<file path="src/rtl/adder_err_eval_pkg.sv">
// Shared defaults, controller state encoding and the error-magnitude helper.
package adder_err_eval_pkg;

  localparam int          WIDTH_DEF     = 16;
  localparam logic [31:0] LFSR_POLY_DEF = 32'h80200003;

  typedef enum logic [1:0] {IDLE, RUN, DRAIN, DONE} state_t;

  // |exact - approx| on zero-extended operands; callers truncate to sum width + 0,
  // since the magnitude of a difference of two (W+1)-bit values fits in W+1 bits.
  function automatic logic [63:0] abs_diff(input logic [63:0] exact,
                                           input logic [63:0] approx);
    return (exact >= approx) ? (exact - approx) : (approx - exact);
  endfunction

endpackage

</file>
<file path="src/rtl/err_eval_lfsr.sv">
// Right-shifting Galois LFSR used as the operand-pair generator.
module err_eval_lfsr
  import adder_err_eval_pkg::*;
#(
  parameter int         W    = 32,
  parameter logic [W-1:0] POLY = W'(LFSR_POLY_DEF)
) (
  input  logic         clk,
  input  logic         rst_n,
  input  logic         load,
  input  logic [W-1:0] seed,
  input  logic         en,
  output logic [W-1:0] q
);

  logic [W-1:0] nxt;
  logic [W-1:0] seed_fix;

  // An all-zero state would lock up, so a zero seed becomes 1.
  assign seed_fix = (seed == '0) ? W'(1) : seed;
  assign nxt      = {1'b0, q[W-1:1]} ^ (q[0] ? POLY : '0);

  // Load has priority over stepping.
  always_ff @(posedge clk or negedge rst_n) begin
    if (!rst_n)    q <= W'(1);
    else if (load) q <= seed_fix;
    else if (en)   q <= nxt;
  end

endmodule

</file>
<file path="src/rtl/adder_err_eval_ctrl.sv">
// Error-evaluation sequencer for an external approximate adder: drives LFSR
// operand pairs, compares the returned sum against the exact sum two stages
// later and accumulates error count, max and total absolute error.
module adder_err_eval_ctrl
  import adder_err_eval_pkg::*;
#(
  parameter int                 WIDTH     = WIDTH_DEF,
  parameter int                 CNT_W     = 32,
  parameter logic [2*WIDTH-1:0] LFSR_POLY = (2*WIDTH)'(LFSR_POLY_DEF)
) (
  input  logic                   clk,
  input  logic                   rst_n,
  input  logic                   start,
  input  logic [CNT_W-1:0]       cfg_num_vectors,
  input  logic [2*WIDTH-1:0]     cfg_seed,
  output logic [WIDTH-1:0]       dut_a,
  output logic [WIDTH-1:0]       dut_b,
  input  logic [WIDTH:0]         dut_sum,
  output logic                   busy,
  output logic                   done,
  output logic [CNT_W-1:0]       err_count,
  output logic [WIDTH:0]         max_abs_err,
  output logic [WIDTH+CNT_W:0]   sum_abs_err
);

  localparam int SW = WIDTH + 1;
  localparam int LW = 2 * WIDTH;
  localparam int AW = WIDTH + 1 + CNT_W;

  state_t           state, state_nxt;
  logic [CNT_W-1:0] remaining;
  logic [LW-1:0]    lfsr_q;
  logic             vec_ok;
  logic             accept, issue, last, lfsr_load, lfsr_en;
  logic             s1_vld;
  logic [SW-1:0]    s1_exact, s1_approx, diff;

  assign accept    = (state == IDLE) && start;
  assign issue     = (state == RUN);
  assign last      = (remaining == CNT_W'(1));
  // An empty run leaves the LFSR (and so the driven operands) untouched.
  assign lfsr_load = accept && (cfg_num_vectors != '0);
  // The final vector is not stepped past, so the operands hold it afterwards.
  assign lfsr_en   = issue && !last;

  err_eval_lfsr #(.W(LW), .POLY(LFSR_POLY)) u_lfsr (
    .clk  (clk),
    .rst_n(rst_n),
    .load (lfsr_load),
    .seed (cfg_seed),
    .en   (lfsr_en),
    .q    (lfsr_q)
  );

  // Operands read as zero until a run has loaded the generator.
  assign dut_a = vec_ok ? lfsr_q[LW-1:WIDTH] : '0;
  assign dut_b = vec_ok ? lfsr_q[WIDTH-1:0]  : '0;
  assign busy  = (state == RUN) || (state == DRAIN);
  assign done  = (state == DONE);
  assign diff  = SW'(abs_diff(64'(s1_exact), 64'(s1_approx)));

  // State register.
  always_ff @(posedge clk or negedge rst_n) begin
    if (!rst_n) state <= IDLE;
    else        state <= state_nxt;
  end

  // Next-state: an empty run passes through DRAIN, which finds the pipe empty
  // at once, so busy is seen for one cycle before the done pulse.
  always_comb begin
    state_nxt = state;
    case (state)
      IDLE:    if (start) state_nxt = (cfg_num_vectors == '0) ? DRAIN : RUN;
      RUN:     if (last) state_nxt = DRAIN;
      DRAIN:   if (!s1_vld) state_nxt = DONE;
      DONE:    state_nxt = IDLE;
      default: state_nxt = IDLE;
    endcase
  end

  // Remaining-vector counter and operand-valid flag.
  always_ff @(posedge clk or negedge rst_n) begin
    if (!rst_n) begin
      remaining <= '0;
      vec_ok    <= 1'b0;
    end else begin
      if (accept)     remaining <= cfg_num_vectors;
      else if (issue) remaining <= remaining - CNT_W'(1);
      if (lfsr_load)  vec_ok <= 1'b1;
    end
  end

  // Stage 1: capture exact and approximate sums of the vector driven this cycle.
  always_ff @(posedge clk or negedge rst_n) begin
    if (!rst_n) begin
      s1_vld    <= 1'b0;
      s1_exact  <= '0;
      s1_approx <= '0;
    end else begin
      s1_vld <= issue;
      if (issue) begin
        s1_exact  <= {1'b0, dut_a} + {1'b0, dut_b};
        s1_approx <= dut_sum;
      end
    end
  end

  // Stage 2: fold the stage-1 error into the metrics; cleared on accepted start.
  always_ff @(posedge clk or negedge rst_n) begin
    if (!rst_n) begin
      err_count   <= '0;
      max_abs_err <= '0;
      sum_abs_err <= '0;
    end else if (accept) begin
      err_count   <= '0;
      max_abs_err <= '0;
      sum_abs_err <= '0;
    end else if (s1_vld) begin
      err_count   <= err_count + CNT_W'(diff != '0);
      if (diff > max_abs_err) max_abs_err <= diff;
      sum_abs_err <= sum_abs_err + AW'(diff);
    end
  end

endmodule
</file>
<file path="config.mk">
export PLATFORM = sky130hd
export DESIGN_NAME = adder_err_eval_ctrl
export DESIGN_NICKNAME = d
export VERILOG_FILES = /design/src/rtl/adder_err_eval_pkg.sv /design/src/rtl/err_eval_lfsr.sv /design/src/rtl/adder_err_eval_ctrl.sv
export SDC_FILE = /design/constraint.sdc
export NUM_CORES = 1
export LEC_CHECK = 0
export BUFFER_PORTS_ARGS = -buffer_cell sky130_fd_sc_hd__buf_2
export CAP_MARGIN = 20
export CORE_MARGIN = 2
export CORE_UTILIZATION = 45
export CTS_CLUSTER_SIZE = 25
export DETAILED_ROUTE_END_ITERATION = 10
export GPL_TIMING_DRIVEN = 0
export PLACE_DENSITY = 0.77
export SYNTH_ARGS = -nofsm -noshare
export SYNTH_HDL_FRONTEND = slang
export SYNTH_SLANG_ARGS = --single-unit
</file>
<file path="constraint.sdc">
create_clock -name clk -period 6.1 [get_ports clk]
set_input_delay 1.22 -clock clk [delete_from_list [all_inputs] [get_ports clk]]
set_output_delay 1.22 -clock clk [all_outputs]
set_load 0.005 [all_outputs]
</file>
==> results of run 1 <==
-- cells in the mapped netlist (all sizes together) (6+ instances only) --
cell    number  area (sq um)
nand2b      12         75.07
and2        50         312.8
o31a         8         70.07
xor2        64         560.5
nor4        37         231.5
a211oi      16         125.1
buf         10         51.29
nand3       37         185.2
a31oi       14         87.58
nor3        39         195.2
dfrtp      199          4980
o21ai      130         650.6
nand4       28         175.2
a21oi       88         440.4
clkbuf      54         202.7
nor2b        8         50.05
ha          95          1189
o22ai        8         50.05
or4          6         45.04
or2         13         81.33
nand2      176         660.6
or3         16         100.1
a21o        20         150.1
inv         84         315.3
and4         9         78.83
o21a         6         45.04
and3        13         81.33
nor2       181         689.4
xnor2       46         402.9
o211ai      10         75.07
mux2i       31         310.3
-- metal layers --
metal | wire, microns | vias up | track usage
met5 | 18 | - | 0
met4 | 536 | 4 | 0.06095
met3 | 2493 | 44 | 0.03745
met2 | 17880 | 431 | 0.4027
met1 | 16380 | 5969 | 0.3162
li1 | - | 5953 | -
-- cells in the final DEF (no fill, tap or decap), types with 50 or more instances in the layout --
master    count
ha_1         94
a21oi_1      88
clkbuf_1     53
o21ai_0     128
and2_1       50
nand2_1     176
dfrtp_1     199
nor2_1      179
buf_2       220
xor2_1       64
inv_1        84
-- state kept, by name (all words and copies together), names as in the netlist --
register	cells
s1_exact	17
vec_ok	1
max_abs_err	17
err_count	32
s1_approx	17
u_lfsr.q	32
sum_abs_err	49
s1_vld	1
remaining	32
state	2
-- area by class of cell --
class / count / share of cell area
clock inverters: 15 / 0.01368
inverters: 84 / 0.02028
repair buffers: 218 / 0.07244
diodes: 1 / 0.0001610
well taps: 384 / 0.03091
multi-input cells: 1219 / 0.4970
plain buffers: 63 / 0.01610
flip-flops and latches: 200 / 0.3220
clock buffers: 17 / 0.02737
-- cell families after synthesis --
kind of cell	synth area share
compound gates	0.1568
fa+ha+maj	0.09575
xor+xnor	0.07271
mux	0.02540
buf+inv	0.04296
flops	0.3778
simple gates	0.2286
-- stage by stage --
step	util	instances
2_1_floorplan	-	1567
3_3_place_gp	0.5131	2166
3_5_place_dp	0.5146	2168
4_1_cts	0.5367	2200
5_1_grt	0.5386	2200
6_report	0.5387	2201
-- path summary, 6_finish.rpt --
path | startpoint | cells past startpoint | endpoint | slack [ns]
max | s1_exact[0] | 22 | err_count[31] | 0.21
min in group asynchronous | rst_n | 1 | err_count[22] | 0.76
max reg2reg | s1_exact[0] | 22 | err_count[31] | 0.21
min reg2reg | s1_exact[14] | 2 | s1_exact[14] | 0.54
min | s1_exact[14] | 2 | s1_exact[14] | 0.54
max in group asynchronous | rst_n | 2 | s1_vld | 4.29
-- tightest hold or removal path, delay by kind of cell, from the launching register on --
| family | cells | cell delay, ns |
|---|---|---|
| and+or+nand+nor | 1 | 0.07 |
| DFF | 1 | 0.38 |
| AOI/OAI and AO/OA | 1 | 0.06 |
-- what timing repair did --
item / 4_1_cts / 5_1_grt
resized for setup: 0 / 10
setup buffers: 0 / 1
endpoints found under the setup margin: 0 / 5
==> impl_metrics.tcl, run 1 <==
set metrics [dict create \
    run_status "finished, final reports clean" \
    cp-start-kind "flop" \
    h-tree-depth 4 \
    dpl-instance-area_sq_um 14850 \
    antenna_found_initial 4 \
    clock-root-buffer "clkbuf_16" \
    nets 1986 \
    crit_arrival_ns 6.21 \
    postSynthCellCount 1567 \
    core-area_sq_um 28860 \
    max-slew-margin-rel 0.3985 \
    overflow 0 \
    grt_setup_unrepaired "false" \
    hpwl_microns 28790 \
    drc_errors 0 \
    path_max_fanout 8 \
    grt_max_degree 118 \
    slowest_stage "or4b_4" \
    tightestPinTransition_ns 0.8941 \
    holdBufCountCts 0 \
    cts_buffer_depth 2 \
    drive_gt1_frac 0.1586 \
    regArea_sq_um 5006 \
    fillCellCount 2740 \
    dieArea_sq_um 30830 \
    ant_nets 0 \
    synth.avg_cell_area_sq_um 8.456 \
    finClkSkew_ns 0.01518 \
    fin_setup_tns_ns 0 \
    num_rows 62 \
    insertion_delay_ns 0.45 \
    place_ws_ns 0.07324 \
    cp-end-kind "flop" \
    syn_nets 1750 \
    yosysWarnings 0 \
    initial_core_util 0.4592 \
    cp_num_buf_inv 2 \
    hold_ws_ns 0.5413 \
    dieWidth_microns 175.6 \
    max_stage_delay_ns 0.57 \
    drt_iter0_markers 837 \
    numCtsBuffers 17 \
    area_delta_synth_final_pct 17.32 \
    cp_data_required_time_ns 6.42 \
    period_needed_ns 5.894 \
    crit_family "simple AND/OR/NAND/NOR gates" \
    first_global_vias 11850 \
    finalWirelength_microns 37310 \
    io_pins 216 \
    clkTransAtPathRegs_ns 0.09 \
    synthFlopType "dfrtp_1" \
    fp.dieH_microns 175.6 \
    critical_path_class "reg2reg" \
    fin_area_sq_um 15540 \
    cts_tree "yes" \
    maxCapViolCount 0 \
    min_path_type "reg2reg" \
    ys_seq_area_frac 0.3778 \
    post_drt_via_cell_ratio 5.634 \
    hold_viol_final 0 \
    fmax_ghz 0.1697 \
    synth-edff-count 0 \
    port_buffers 215 \
    synth-seq-cells 200 \
    gp_congestion 0.9307 \
    drt-pass1-iter-count 5 \
    wire_per_inst_microns 16.95 \
    cts.sinks 200 \
    cp_cell_sequence "inv_1 > ha_2 > nand2b_1 > a2111o_1 > a211oi_4 > o21a_1 > buf_6 > nor2_4 > mux2_4 > or4_1 > or4_1 > or4b_4 > ha_1 > and2_1 > and2_1 > nand3_2 > nor2_1 > and2_1 > nor2b_1 > and4_1 > xnor2_1 > nor2_1" \
    slew_viol_final 0 \
    synth_area_sq_um 13250 \
    period_share 0.9663 \
    multi_input_area_sq_um 7726 \
    synth.distinct_cells 64 \
    setup_slack_ns 0.2057 \
    grt_use_total 0.2371 \
    synth-async-reset-ratio 1.000 \
    grt_pass1_wl_microns 59220 \
    crit_top_cell "and2_1" \
    setup-violations-final 0 \
    vias 12400 \
]
Power of run 1 is not shown: default switching activity piles up to over one toggle a cycle in this logic, so the estimate is an artifact.
==> inputs of run 2 (changes only) <==
Settings changed: CORE_MARGIN 2 to 10, GPL_ROUTABILITY_DRIVEN set to 0.
==> impl_metrics.tcl, run 2 (synthesis gave the netlist of run 1 again) <==
set metrics [dict create \
    multi_input_area_sq_um 7729 \
    regArea_sq_um 5006 \
    cts_tree "yes" \
    vias 12490 \
    dieArea_sq_um 36710 \
    fin_setup_tns_ns 0 \
    port_buffers 215 \
    crit_arrival_ns 6.22 \
    grt_max_degree 113 \
    mostFrequentLayoutCells "buf_2, dfrtp_1, nor2_1" \
    run_status "finished, final reports clean" \
    hpwl_microns 30890 \
    finClkSkew_ns 0.01676 \
    max-slew-margin-rel 0.4367 \
    wire_per_inst_microns 18.10 \
    grt_pass1_wl_microns 62980 \
    period_needed_ns 5.900 \
    cp-end-kind "flop" \
    ant_nets 0 \
    fp.dieH_microns 191.6 \
    drc_errors 0 \
    post_drt_via_cell_ratio 5.670 \
    dpl-instance-area_sq_um 14850 \
    drt-pass1-iter-count 7 \
    grt_use_total 0.2095 \
    path_max_fanout 8 \
    cts_buffer_depth 2 \
    nets 1987 \
    critical_path_class "reg2reg" \
    grt_setup_unrepaired "false" \
    fillCellCount 2657 \
    fmax_ghz 0.1695 \
    largest_reg_flops 49 \
    reg2reg_slack_ns 0.20 \
    drive_gt1_frac 0.1596 \
    maxCapViolCount 0 \
    setup-violations-final 0 \
    dieWidth_microns 191.6 \
    io_pins 216 \
    cts.sinks 200 \
    antenna_found_initial 3 \
    period_share 0.9672 \
    clkTransAtPathRegs_ns 0.09 \
    core-area_sq_um 28860 \
    slew_viol_final 0 \
    first_global_vias 12390 \
    min_path_type "reg2reg" \
    area_delta_synth_final_pct 17.18 \
    numCtsBuffers 17 \
    h-tree-depth 4 \
    fin_area_sq_um 15530 \
    top_register "sum_abs_err" \
    clock-root-buffer "clkbuf_16" \
    place_inst 2168 \
    layout_commonest_cell "buf_2" \
    hold_viol_final 0 \
    initial_core_util 0.4592 \
    overflow 0 \
    tightestPinTransition_ns 0.8393 \
    finalWirelength_microns 39870 \
    num_rows 62 \
    insertion_delay_ns 0.45 \
    stdcell_count 2203 \
    cp_data_required_time_ns 6.42 \
    cp-start-kind "flop" \
    drt_iter0_markers 933 \
]
run 2: cell types whose count changed in the layout (fill, tap and decap cells not counted), sizes merged:
cell / delta
bufinv: -1
inv: -1
clkinv: +1
buf: +1
clkbuf: +1
diode: +1
run 2: layout make-up:
cell class	instances	share of cell area
Buffer	63	0.01620
Sequential cell	200	0.3224
Tap cell	384	0.03095
Clock buffer	18	0.02829
Multi-Input combinational cell	1219	0.4978
Timing Repair Buffer	219	0.07301
Antenna cell	2	0.0003223
Clock inverter	14	0.01072
Inverter	84	0.02031
run 2: metrics by stage:
step	util	setup WS, ns	hold WS, ns
3_3_place_gp	0.5131	0.1514	0.5190
5_1_grt	0.5380	0.01884	0.5725
6_report	0.5380	0.2002	0.5465
2_1_floorplan	-	0.8659	0.4772
4_1_cts	0.5356	0.09676	0.5497
3_5_place_dp	0.5146	0.1166	0.5314
run 2: final timing paths:
check	from	endpoint	cells past startpoint
setup / recovery	s1_exact[0]	err_count[31]	22
hold / removal	max_abs_err[6]	max_abs_err[6]	2
setup reg to reg	s1_exact[0]	err_count[31]	22
hold reg to reg	max_abs_err[6]	max_abs_err[6]	2
max in group asynchronous	rst_n	u_lfsr.q[27]	2
min in group asynchronous	rst_n	err_count[16]	1
run 2: routing by layer:
| metal | global-route usage | wire length, microns |
|---|---|---|
| met1 | 0.2692 | 17120 |
| met2 | 0.3460 | 18630 |
| met3 | 0.04226 | 3014 |
| met4 | 0.06911 | 1091 |
| met5 | 0 | 13 |
run 2: timing repair:
action | CTS | global route
endpoints found under the setup margin | 0 | 6
buffers inserted | 0 | 2
resized for setup | 0 | 12
hold buffers | 0 | 0
run 2: critical path, stage by stage, from the launching register on:
cell and delay (ns):
dfrtp_1 0.35, inv_1 0.06, ha_1 0.38, nand2b_1 0.18, a2111o_1 0.46, a211oi_4 0.37, o21a_1 0.20, buf_6 0.14
nor2_4 0.05, mux2_4 0.38, or4_1 0.51, or4_1 0.56, or4b_4 0.56, ha_1 0.22, and2_1 0.16, and2_1 0.20
nand3_2 0.13, nor2_1 0.09, and2_1 0.19, nor2b_1 0.18, and4_1 0.23, xnor2_1 0.13, nor2_1 0.05
Power of run 2 is left out for the same reason.
